<file path="src/rtl/calc_pkg.sv">
`default_nettype none
// +--------------------------------------------------------------------+
// | calc_pkg : opcodes and FSM states shared by the calc_stack slice   |
// | Revision : 1.0                                                     |
// +--------------------------------------------------------------------+
package calc_pkg;

  localparam logic [2:0] OP_PUSH = 3'b000;
  localparam logic [2:0] OP_ADD  = 3'b001;
  localparam logic [2:0] OP_SUB  = 3'b010;
  localparam logic [2:0] OP_AND  = 3'b011;
  localparam logic [2:0] OP_OR   = 3'b100;
  localparam logic [2:0] OP_XOR  = 3'b101;
  localparam logic [2:0] OP_LSL  = 3'b110;
  localparam logic [2:0] OP_ASR  = 3'b111;

  typedef enum logic [0:0] {
    S_IDLE  = 1'b0,
    S_SHIFT = 1'b1
  } state_t;

endpackage
`default_nettype wire

</file>
<file path="src/rtl/calc_stack_if.sv">
`default_nettype none
// +--------------------------------------------------------------------+
// | calc_stack_if : board buttons/switches in, LEDs and status out     |
// | Revision : 1.0                                                     |
// +--------------------------------------------------------------------+
interface calc_stack_if #(
  parameter int WIDTH = 16,
  parameter int DEPTH = 4
);
  localparam int CW = $clog2(DEPTH + 1);

  logic             btnd;
  logic             btnl;
  logic             btnc;
  logic             btnr;
  logic [WIDTH-1:0] sw;
  logic [WIDTH-1:0] led;
  logic             busy;
  logic             err;
  logic             ovf;
  logic [CW-1:0]    cnt;

  modport master (
    output btnd, btnl, btnc, btnr, sw,
    input  led, busy, err, ovf, cnt
  );

  modport slave (
    input  btnd, btnl, btnc, btnr, sw,
    output led, busy, err, ovf, cnt
  );

endinterface
`default_nettype wire

</file>
<file path="src/rtl/calc_serial_shifter.sv">
`default_nettype none
// +--------------------------------------------------------------------+
// | calc_serial_shifter : one-bit-per-cycle LSL / ASR engine           |
// | Revision : 1.0                                                     |
// +--------------------------------------------------------------------+
module calc_serial_shifter
  import calc_pkg::*;
#(
  parameter  int WIDTH = 16,
  localparam int AW    = $clog2(WIDTH)
) (
  input  wire logic             clk,
  input  wire logic             rst,
  input  wire logic             start,
  input  wire logic             dir,     // 0: logical left, 1: arithmetic right
  input  wire logic [WIDTH-1:0] din,
  input  wire logic [AW-1:0]    amt,
  output logic                  busy,
  output logic                  done,
  output logic [WIDTH-1:0]      result
);

  logic             r_active;
  logic             r_dir;
  logic [AW-1:0]    r_count;
  logic [WIDTH-1:0] r_data;

  always_ff @(posedge clk) begin
    if (rst) begin
      r_active <= 1'b0;
      r_dir    <= 1'b0;
      r_count  <= '0;
      r_data   <= '0;
    end else if (start) begin
      r_active <= 1'b1;
      r_dir    <= dir;
      r_count  <= amt;
      r_data   <= din;
    end else if (r_active) begin
      if (r_count != '0) begin
        r_count <= r_count - AW'(1);
        r_data  <= r_dir ? {r_data[WIDTH-1], r_data[WIDTH-1:1]}
                         : {r_data[WIDTH-2:0], 1'b0};
      end else begin
        r_active <= 1'b0;
      end
    end
  end

  // done is high during the final busy cycle so the owner commits on that edge
  assign busy   = r_active;
  assign done   = r_active && (r_count == '0);
  assign result = r_data;

endmodule
`default_nettype wire

</file>
<file path="src/rtl/calc_stack.sv">
`default_nettype none
// +--------------------------------------------------------------------+
// | calc_stack : RPN stack calculator with serial shift engine         |
// | Revision : 1.0                                                     |
// +--------------------------------------------------------------------+
module calc_stack
  import calc_pkg::*;
#(
  parameter int WIDTH = 16,
  parameter int DEPTH = 4
) (
  input wire logic    clk,
  input wire logic    btnu,
  calc_stack_if.slave bus
);

  localparam int CW = $clog2(DEPTH + 1);
  localparam int AW = $clog2(WIDTH);
  localparam int M  = WIDTH - 1;

  state_t           r_state;
  logic             r_btnd_q;
  logic [WIDTH-1:0] r_stack [DEPTH];
  logic [CW-1:0]    r_cnt;
  logic             r_err;
  logic             r_ovf;

  logic [2:0]       w_op;
  logic             w_fire;
  logic             w_is_shift;
  logic             w_has_two;
  logic [WIDTH-1:0] w_t;
  logic [WIDTH-1:0] w_n;
  logic [WIDTH-1:0] w_sum;
  logic [WIDTH-1:0] w_diff;
  logic [WIDTH-1:0] w_alu;
  logic             w_alu_ovf;
  logic             w_wr_en;
  logic [CW-1:0]    w_wr_slot;
  logic [WIDTH-1:0] w_wr_data;
  logic             w_sh_start;
  logic             w_sh_busy;
  logic             w_sh_done;
  logic [WIDTH-1:0] w_sh_result;

  assign w_op       = {bus.btnl, bus.btnc, bus.btnr};
  assign w_fire     = bus.btnd & ~r_btnd_q & ~w_sh_busy;
  assign w_is_shift = (w_op == OP_LSL) || (w_op == OP_ASR);
  assign w_has_two  = (r_cnt >= CW'(2));
  assign w_sh_start = (r_state == S_IDLE) && w_fire && w_is_shift && w_has_two;

  // Stack is addressed by occupancy, so pick T and N by matching slot numbers
  always_comb begin
    w_t = '0;
    w_n = '0;
    for (int i = 0; i < DEPTH; i++) begin
      if (CW'(i) == r_cnt - CW'(1)) w_t = r_stack[i];
      if (CW'(i) == r_cnt - CW'(2)) w_n = r_stack[i];
    end
  end

  assign w_sum  = w_n + w_t;
  assign w_diff = w_n - w_t;

  always_comb begin
    w_alu     = '0;
    w_alu_ovf = 1'b0;
    case (w_op)
      OP_ADD: begin
        w_alu     = w_sum;
        w_alu_ovf = (w_n[M] == w_t[M]) && (w_sum[M] != w_n[M]);
      end
      OP_SUB: begin
        w_alu     = w_diff;
        w_alu_ovf = (w_n[M] != w_t[M]) && (w_diff[M] != w_n[M]);
      end
      OP_AND:  w_alu = w_n & w_t;
      OP_OR:   w_alu = w_n | w_t;
      OP_XOR:  w_alu = w_n ^ w_t;
      default: w_alu = '0;
    endcase
  end

  always_comb begin
    w_wr_en   = 1'b0;
    w_wr_slot = r_cnt;
    w_wr_data = bus.sw;
    if (r_state == S_IDLE && w_fire) begin
      if (w_op == OP_PUSH) begin
        w_wr_en = (r_cnt != CW'(DEPTH));
      end else if (!w_is_shift && w_has_two) begin
        w_wr_en   = 1'b1;
        w_wr_slot = r_cnt - CW'(2);
        w_wr_data = w_alu;
      end
    end else if (r_state == S_SHIFT && w_sh_done) begin
      w_wr_en   = 1'b1;
      w_wr_slot = r_cnt - CW'(2);
      w_wr_data = w_sh_result;
    end
  end

  always_ff @(posedge clk) begin
    if (btnu) begin
      r_state  <= S_IDLE;
      r_btnd_q <= 1'b0;
      r_cnt    <= '0;
      r_err    <= 1'b0;
      r_ovf    <= 1'b0;
      for (int i = 0; i < DEPTH; i++) r_stack[i] <= '0;
    end else begin
      r_btnd_q <= bus.btnd;
      for (int i = 0; i < DEPTH; i++) begin
        if (w_wr_en && CW'(i) == w_wr_slot) r_stack[i] <= w_wr_data;
      end
      case (r_state)
        S_IDLE: begin
          if (w_fire) begin
            if (w_op == OP_PUSH) begin
              if (r_cnt == CW'(DEPTH)) begin
                r_err <= 1'b1;
              end else begin
                r_cnt <= r_cnt + CW'(1);
                r_err <= 1'b0;
                r_ovf <= 1'b0;
              end
            end else if (!w_has_two) begin
              r_err <= 1'b1;
            end else if (w_is_shift) begin
              r_state <= S_SHIFT;
              r_err   <= 1'b0;
              r_ovf   <= 1'b0;
            end else begin
              r_cnt <= r_cnt - CW'(1);
              r_err <= 1'b0;
              r_ovf <= w_alu_ovf;
            end
          end
        end
        S_SHIFT: begin
          if (w_sh_done) begin
            r_cnt   <= r_cnt - CW'(1);
            r_state <= S_IDLE;
          end
        end
        default: r_state <= S_IDLE;
      endcase
    end
  end

  calc_serial_shifter #(
    .WIDTH (WIDTH)
  ) u_shifter (
    .clk    (clk),
    .rst    (btnu),
    .start  (w_sh_start),
    .dir    (w_op == OP_ASR),
    .din    (w_n),
    .amt    (w_t[AW-1:0]),
    .busy   (w_sh_busy),
    .done   (w_sh_done),
    .result (w_sh_result)
  );

  assign bus.led  = (r_cnt == '0) ? '0 : w_t;
  assign bus.busy = w_sh_busy;
  assign bus.err  = r_err;
  assign bus.ovf  = r_ovf;
  assign bus.cnt  = r_cnt;

endmodule
`default_nettype wire

</file>
<file path="src/flat_wrapper.sv">
// flat-port wrapper written by rule: the top's interface ports become plain ports
module calc_stack_flat import calc_pkg::*;
#(
  parameter int WIDTH = 16,
  parameter int DEPTH = 4
)
  (clk, btnu, bus_btnd, bus_btnl, bus_btnc, bus_btnr, bus_sw, bus_led, bus_busy, bus_err, bus_ovf, bus_cnt);
  calc_stack_if #(.WIDTH(WIDTH), .DEPTH(DEPTH)) bus_i ();
  input wire logic clk;
  input wire logic btnu;
  input wire logic [$bits(bus_i.btnd)-1:0] bus_btnd;
  input wire logic [$bits(bus_i.btnl)-1:0] bus_btnl;
  input wire logic [$bits(bus_i.btnc)-1:0] bus_btnc;
  input wire logic [$bits(bus_i.btnr)-1:0] bus_btnr;
  input wire logic [$bits(bus_i.sw)-1:0] bus_sw;
  output wire logic [$bits(bus_i.led)-1:0] bus_led;
  output wire logic [$bits(bus_i.busy)-1:0] bus_busy;
  output wire logic [$bits(bus_i.err)-1:0] bus_err;
  output wire logic [$bits(bus_i.ovf)-1:0] bus_ovf;
  output wire logic [$bits(bus_i.cnt)-1:0] bus_cnt;
  assign bus_i.btnd = bus_btnd;
  assign bus_i.btnl = bus_btnl;
  assign bus_i.btnc = bus_btnc;
  assign bus_i.btnr = bus_btnr;
  assign bus_i.sw = bus_sw;
  assign bus_led = bus_i.led;
  assign bus_busy = bus_i.busy;
  assign bus_err = bus_i.err;
  assign bus_ovf = bus_i.ovf;
  assign bus_cnt = bus_i.cnt;
  calc_stack #(.WIDTH(WIDTH), .DEPTH(DEPTH)) u_core (.clk(clk), .btnu(btnu), .bus(bus_i));
endmodule
</file>
<file path="config.mk">
export PLATFORM = sky130hd
export DESIGN_NAME = calc_stack_flat
export DESIGN_NICKNAME = d
export VERILOG_FILES = /design/src/rtl/calc_pkg.sv /design/src/rtl/calc_stack_if.sv /design/src/rtl/calc_serial_shifter.sv /design/src/rtl/calc_stack.sv /design/src/flat_wrapper.sv
export SDC_FILE = /design/constraint.sdc
export NUM_CORES = 1
export LEC_CHECK = 0
export BUFFER_PORTS_ARGS = -buffer_cell sky130_fd_sc_hd__buf_2
export CAP_MARGIN = 10
export CORE_ASPECT_RATIO = 0.5
export CORE_MARGIN = 5
export CORE_UTILIZATION = 47
export CTS_BUF_LIST = sky130_fd_sc_hd__clkbuf_8
export DETAILED_ROUTE_END_ITERATION = 7
export PLACE_DENSITY = 0.66
export SETUP_SLACK_MARGIN = 0.15
export SLEW_MARGIN = 5
export SYNTH_ARGS = -nofsm -noshare
export SYNTH_HDL_FRONTEND = slang
export SYNTH_SLANG_ARGS = --single-unit
</file>
<file path="constraint.sdc">
create_clock -name clk -period 4.3 [get_ports clk]
set_input_delay 0.43 -clock clk [delete_from_list [all_inputs] [get_ports clk]]
set_output_delay 0.43 -clock clk [all_outputs]
set_load 0.005 [all_outputs]
</file>
==> results of run 1 <==
==> per-layer routing <==
| metal | vias to the layer above | GRT usage, % | routed length (um) |
|---|---|---|---|
| li1 | 3984 | - | - |
| met1 | 4294 | 48.3 | 14800 |
| met2 | 546 | 47.6 | 14000 |
| met3 | 65 | 7.28 | 4180 |
| met4 | 0 | 6.97 | 685 |
| met5 | - | 0 | 0 |
==> critical path: stages (launching register included) <==
cell	delay, ns
dfxtp_2	0.35
inv_2	0.05
ha_4	0.18
ha_4	0.25
nor2b_4	0.18
nor2_4	0.09
buf_8	0.14
a22oi_2	0.11
nor2_1	0.06
a21oi_1	0.13
nor2_1	0.07
a21oi_1	0.13
buf_4	0.17
inv_2	0.05
ha_4	0.22
buf_4	0.19
o21bai_1	0.19
a21oi_2	0.24
nor2_4	0.08
a31o_2	0.25
o311a_1	0.33
a211oi_4	0.22
buf_6	0.17
nor3_1	0.06
==> power breakdown <==
part	internal, mW	leakage (nW)	switching (mW)
Sequential	0.986	0.897	0.0220
Combinational	0.402	3.20	0.609
Clock	0.324	0.102	0.350
==> flip-flops by register name (all words and copies together), names as in the netlist <==
register,flops
u_core.bus.ovf,1
u_core.r_btnd_q,1
u_core.u_shifter.busy,1
u_core.bus.err,1
u_core.r_state,1
u_core.u_shifter.r_dir,1
u_core.u_shifter.r_count,4
u_core.r_stack,64
u_core.u_shifter.result,16
u_core.bus.cnt,3
==> area by class of cell <==
type                            count  share of cell area (%)
Clock buffer                        9                    1.15
Clock inverter                      5                   0.793
Inverter                           55                    1.97
Multi-Input combinational cell    797                    55.2
Sequential cell                    93                    23.4
Tap cell                          227                    2.65
Timing Repair Buffer              212                    14.9
==> placed cells by master, fill, tap and decap left out, drive strengths merged, types with 9 or more instances in the layout <==
| master | synthesis | routed |
|---|---|---|
| buf | 11 | 211 |
| nor2 | 182 | 182 |
| a21oi | 121 | 121 |
| ha | 65 | 65 |
| edfxtp | 64 | 64 |
| nand2 | 62 | 62 |
| inv | 55 | 56 |
| o21ai | 40 | 40 |
| dfxtp | 29 | 29 |
| mux2i | 27 | 27 |
| nor3 | 23 | 23 |
| a211oi | 23 | 23 |
| a221oi | 21 | 21 |
| a22oi | 18 | 18 |
| nand3b | 17 | 17 |
| nand2b | 16 | 16 |
| nand3 | 13 | 13 |
| nor2b | 13 | 13 |
| a21o | 11 | 11 |
| o22ai | 11 | 11 |
| xnor2 | 9 | 9 |
| clkbuf | 57 | 9 |
| o21bai | 9 | 9 |
| a31oi | 9 | 9 |
| nor4 | 9 | 9 |
==> cells by family after synthesis <==
group | after synthesis | share of synthesized area (%)
AND/OR/NAND/NOR | 371 | 21.8
AO/OA/AOI/OAI | 317 | 25.6
buffers and inverters | 123 | 5.92
flip-flops | 93 | 31.1
adder cells (fa/ha/maj) | 66 | 10.4
multiplexers | 30 | 3.82
XOR/XNOR | 13 | 1.41
==> worst max path at each step <==
| stage | endpoint | slack (ns) | cells after the start |
|---|---|---|---|
| 2_1_floorplan | u_core.r_stack[0][15] | 0.16 | 23 |
| 3_3_place_gp | u_core.r_stack[3][13] | 0.01 | 22 |
| 3_5_place_dp | u_core.r_stack[3][12] | -0.12 | 25 |
| 4_1_cts | u_core.r_stack[3][15] | 0.10 | 21 |
| 5_1_grt | u_core.r_stack[3][15] | -0.06 | 21 |
| 6_report | u_core.r_stack[3][13] | 0.11 | 23 |
==> timing repair <==
action / CTS / global route
gates resized for setup: 75 / 111
pin swaps: 46 / 55
hold endpoints to repair: 0 / 0
cloned: 1 / 0
buffers inserted: 22 / 14
endpoints found under the setup margin: 34 / 47
==> impl_metrics.toml, run 1 <==
[finish]
drive_above_1_share_pct = 33.1
multiInputGateArea_um2 = 5920
syn_to_final_growth_pct = 33.4
antennaDiodeCount = 0
final_cell_count_no_fill = 1398
num-nets-final = 1256
area.sequential_um2 = 2510
fill_cells = 1413
design_area_um2 = 10700
final_core_util_pct = 64.7

[die]
coreArea_um2 = 16600
die_y_um = 103
die_width_um = 195
rows = 33
ios = 44
initial_core_util_pct = 48.5
die-area_um2 = 20000

[synth]
synth_top_area_share_pct = 23.9
synth_top_area_cell = "edfxtp_1"
avgSynthCellArea_um2 = 7.94
ys_seq_area_share_pct = 31.1
synthFlopType = "edfxtp_1"
ys_ff_latch = 93
synth_area_leaders = "edfxtp_1 (24%), ha_1 (10%), nor2_1 (8.5%)"
synth_most_common_cell = "nor2_1"
synth-edff-count = 64
yosysUniqueCellTypes = 78
synthesis.nets = 1101
synth.cells.most_frequent = "nor2_1 (182), a21oi_1 (120), ha_1 (65)"
yosysWarnings = 0
syn-cell-area_um2 = 8050
netlist_instances = 1013
async_flop_share_pct = 0

[sta]
slew_violations = 0
finalSetupViolations = 0
whs_ns = 0.276
hold_viol_final = 0
rsz0062_at_grt = "true"
fin_ws_ns = 0.111
fin_worst_skew_ns = 0.0175
setup_tns_ns = 0
post-route-period-util_pct = 97.4
fmax_mhz = 239
tightest_slew_ns = 1.12
max_slew_margin_pct = 24.5
finalCriticalPeriod_ns = 4.19

[clock_tree]
cts_sinks = 93
cts_made_buffers = 9
clockBufferDepth = 2
clkTransAtPathRegs_ns = 0.10
cts_tree = "yes"
clock-root-buffer = "clkbuf_8"
hold_buffers = 0
h-tree-depth = 3
clock_latency_ns = 0.40

[placed_design]
post_dp_cell_area_um2 = 9340
gp_congestion = 1.03
place_inst = 1347
place.port_buffers = 43
post-place-ws_ns = -0.117
dp_hpwl_um = 24100

[worst_hold_path]
hp-class = "in2reg"
min_from = "bus_btnd"
hold_path_end = "u_core.r_btnd_q"
whs_path_depth = 2

[critical_path]
crit_path_start_kind = "register"
crit_required_ns = 4.42
worstPathArrival_ns = 4.31
cp_max_fo = 13
rrSetupSlack_ns = 0.11
rr_endpoint = "u_core.r_stack[3][13]"
r2r-start = "u_core.bus.cnt[1]"
critPathCaptureType = "register"
r2r_cells = 23
crit_type = "reg2reg"
cp-startpoint = "u_core.bus.cnt[1]"

[grt]
grt_max_degree = 37
grt_pass1_wl_um = 48900
grt_pass1_vias = 8049
grtUsageTotal_pct = 32.2
overflow = 0
antenna_found_initial = 0

[route]
drtIter0Drc = 1303
firstDrtPassIters = 7
wl_per_cell_um = 24.1
postRouteAntennaNets = 0
drt-total-wl_um = 33600
via_per_inst = 6.36
drc = 0
vias = 8889

[power]
p_leak_nw = 4.20
powerDensity_nw_per_um2 = 251
p_total_mw = 2.69
irDropWorstVdd_mv = 0.153

[flow_run]
drv_cap = 0

[run_status]
outcome = "finished, final reports clean"
(Power assumes the default switching activity.)
==> run 2: changes to the inputs <==
--- a/config.mk
+++ b/config.mk
@@ -5,6 +5,7 @@
 export SDC_FILE = /design/constraint.sdc
 export NUM_CORES = 1
 export LEC_CHECK = 0
+export ABC_AREA = 1
 export BUFFER_PORTS_ARGS = -buffer_cell sky130_fd_sc_hd__buf_2
 export CAP_MARGIN = 10
 export CORE_ASPECT_RATIO = 0.5
==> run 2 against run 1 <==
Compared with the run above:
- final area decreased by 12%
- global-route usage is 3.6 points lower
- power increased by 5.0%
- first-iteration DRC count down 12%
- register-to-register slack improved by 0.19 ns
- largest power group is now combinational cells
- highest routed layer unchanged
==> impl_metrics.toml, run 2 <==
[run_status]
outcome = "finished, final reports clean"

[clock_tree]
hold_buffers = 0
h-tree-depth = 3
clock_latency_ns = 0.37
cts_sinks = 93
clkTransAtPathRegs_ns = 0.10
cts_made_buffers = 9
cts_tree = "yes"
clockBufferDepth = 2
clock-root-buffer = "clkbuf_8"

[critical_path]
cp_common_cell = "buf_4"
cp_max_fo = 7
crit_slowest_cell = "ha_1"
worstPathArrival_ns = 4.10
slowest_delay_ns = 0.35
crit_required_ns = 4.40
crit_buf_inv = 7
crit_family = "buffers and inverters"
crit_type = "reg2reg"
cp_cell_sequence = "buf_4 -> ha_1 -> nand2_2 -> clkinvlp_4 -> buf_4 -> nand2_1 -> o211ai_1 -> a22oi_1 -> buf_4 -> inv_1 -> ha_1 -> inv_1 -> nand2_1 -> nor3_2 -> nand3_1 -> nand3_2 -> a21oi_1 -> o21ai_0 -> nand4_1 -> o211ai_1 -> buf_4 -> a21oi_1"
crit_path_start_kind = "register"
critPathCaptureType = "register"

[route]
wl_per_cell_um = 20.0
via_per_inst = 5.84
postRouteAntennaNets = 0
firstDrtPassIters = 6
drc = 0
drt-total-wl_um = 28800
vias = 8422
drtIter0Drc = 1145

[sta]
tightest_slew_ns = 0.990
slew_violations = 0
fmax_mhz = 250
setup_tns_ns = 0
whs_ns = 0.296
hold_viol_final = 0
fin_worst_skew_ns = 0.0116
finalSetupViolations = 0
post-route-period-util_pct = 92.9
max_slew_margin_pct = 33.3
finalCriticalPeriod_ns = 3.99
rsz0062_at_grt = "false"

[finish]
num-nets-final = 1297
final_cell_count_no_fill = 1441
final_cell_mix = "nand2_1 (187), inv_1 (138), nor2_1 (115), a21oi_1 (102), buf_4 (101)"
final_core_util_pct = 57.5
antennaDiodeCount = 0
largest_reg_flops = 64
fill_cells = 1602
largest-register = "u_core.r_stack"
syn_to_final_growth_pct = 19.8
final_common_cell = "nand2_1"
drive_above_1_share_pct = 22.3

[grt]
grt_max_degree = 31
grt_pass1_wl_um = 43800
grt_pass1_vias = 7588
antenna_found_initial = 0
overflow = 0
grtUsageTotal_pct = 28.6

[synth]
synth-edff-count = 64
synthesis.nets = 1191
synth_top_area_share_pct = 24.4
netlist_instances = 1103
synthFlopType = "edfxtp_1"
ys_ff_latch = 93
avgSynthCellArea_um2 = 7.15
synth.cells.most_frequent = "nand2_1 (204), inv_1 (143), nor2_1 (116)"
syn-cell-area_um2 = 7890
yosysUniqueCellTypes = 50
ys_seq_area_share_pct = 31.7
synth_top_area_cell = "edfxtp_1"
yosysWarnings = 0
synth_area_leaders = "edfxtp_1 (24%), ha_1 (10%), nand2_1 (9.7%)"
async_flop_share_pct = 0
synth_most_common_cell = "nand2_1"

[flow_run]
drv_cap = 0

[power]
intPower_mw = 1.70
netSwitchingFraction_pct = 39.8
powerDensity_nw_per_um2 = 299
pwr-share-comb_pct = 42.8
clkPwrFrac_pct = 21.7
switchingPower_mw = 1.13
seqPwrFrac_pct = 35.5
p_leak_nw = 4.15
p_total_mw = 2.83
irDropWorstVdd_mv = 0.152

[die]
coreArea_um2 = 16400
die-area_um2 = 19600
ios = 44
die_width_um = 193
die_y_um = 102
rows = 33
initial_core_util_pct = 48.0

[worst_hold_path]
hp-class = "in2reg"

[placed_design]
place.port_buffers = 43
dp_hpwl_um = 21900
gp_congestion = 0.979
place_inst = 1421
run 2: final cells by class:
type / count / area [um2] / area share, %
clock inverter: 7 / 73.8 / 0.781
sequential: 93 / 2500 / 26.5
inverter: 154 / 586 / 6.19
timing repair buffer: 148 / 1040 / 11.1
tap: 227 / 284 / 3.00
multi-input combinational: 803 / 4840 / 51.2
clock buffer: 9 / 124 / 1.31
run 2: repair_timing:
| item | CTS | global route |
|---|---|---|
| gates resized for setup | 26 | 73 |
| endpoints found under the hold margin | 0 | 0 |
| pin swaps | 4 | 10 |
| buffers inserted | 1 | 3 |
| setup endpoints to repair | 38 | 54 |
run 2: worst register-to-register path, delay by kind of cell, from the launching register on:
family,cells,cell delay (ns)
simple gates,7,0.97
flops,1,0.34
buf+inv,7,1.15
fa+ha+maj,2,0.65
compound gates,6,0.62
run 2: worst paths after layout:
kind	start	end	slack (ns)	cells after the start
max reg2reg	u_core.bus.cnt[0]	u_core.r_stack[0][12]	0.31	22
min	bus_btnd	u_core.r_btnd_q	0.30	3
min reg2reg	u_core.bus.ovf	u_core.bus.ovf	0.48	2
max	u_core.bus.cnt[0]	u_core.r_stack[0][12]	0.31	22
run 2: kinds of logic after synthesis:
| logic type | after synthesis | share of synthesized area, % |
|---|---|---|
| and+or+nand+nor | 414 | 21.8 |
| buffers and inverters | 207 | 10.3 |
| DFF | 93 | 31.7 |
| xor gates and xnor gates | 3 | 0.333 |
| muxes | 1 | 0.127 |
| AOI/OAI and AO/OA | 319 | 25.1 |
| adders and majority gates | 66 | 10.6 |
run 2: power by group through the flow:
stage	combinational (mW)	sequential [mW]	clock, mW
after floorplan	0.642	1.02	0
after global placement	1.09	1.02	0
after detailed placement	1.09	1.02	0
after CTS	1.11	1.00	0.621
after global routing	1.31	1.01	0.661
final	1.21	1.00	0.615
run 2: per-stage QoR:
stage          area [um2]  worst slack (ns)
6_report             9450             0.306
5_1_grt              9450             0.129
4_1_cts              9220             0.159
3_5_place_dp         8960            -0.103
3_3_place_gp         8960            0.0476
2_1_floorplan        7890             0.219
run 2: layer usage:
layer	global-route usage [%]	share of wire [%]
met1	43.8	47
met2	41.0	40
met3	7.38	13
met4	4.51	1.1
met5	0	0
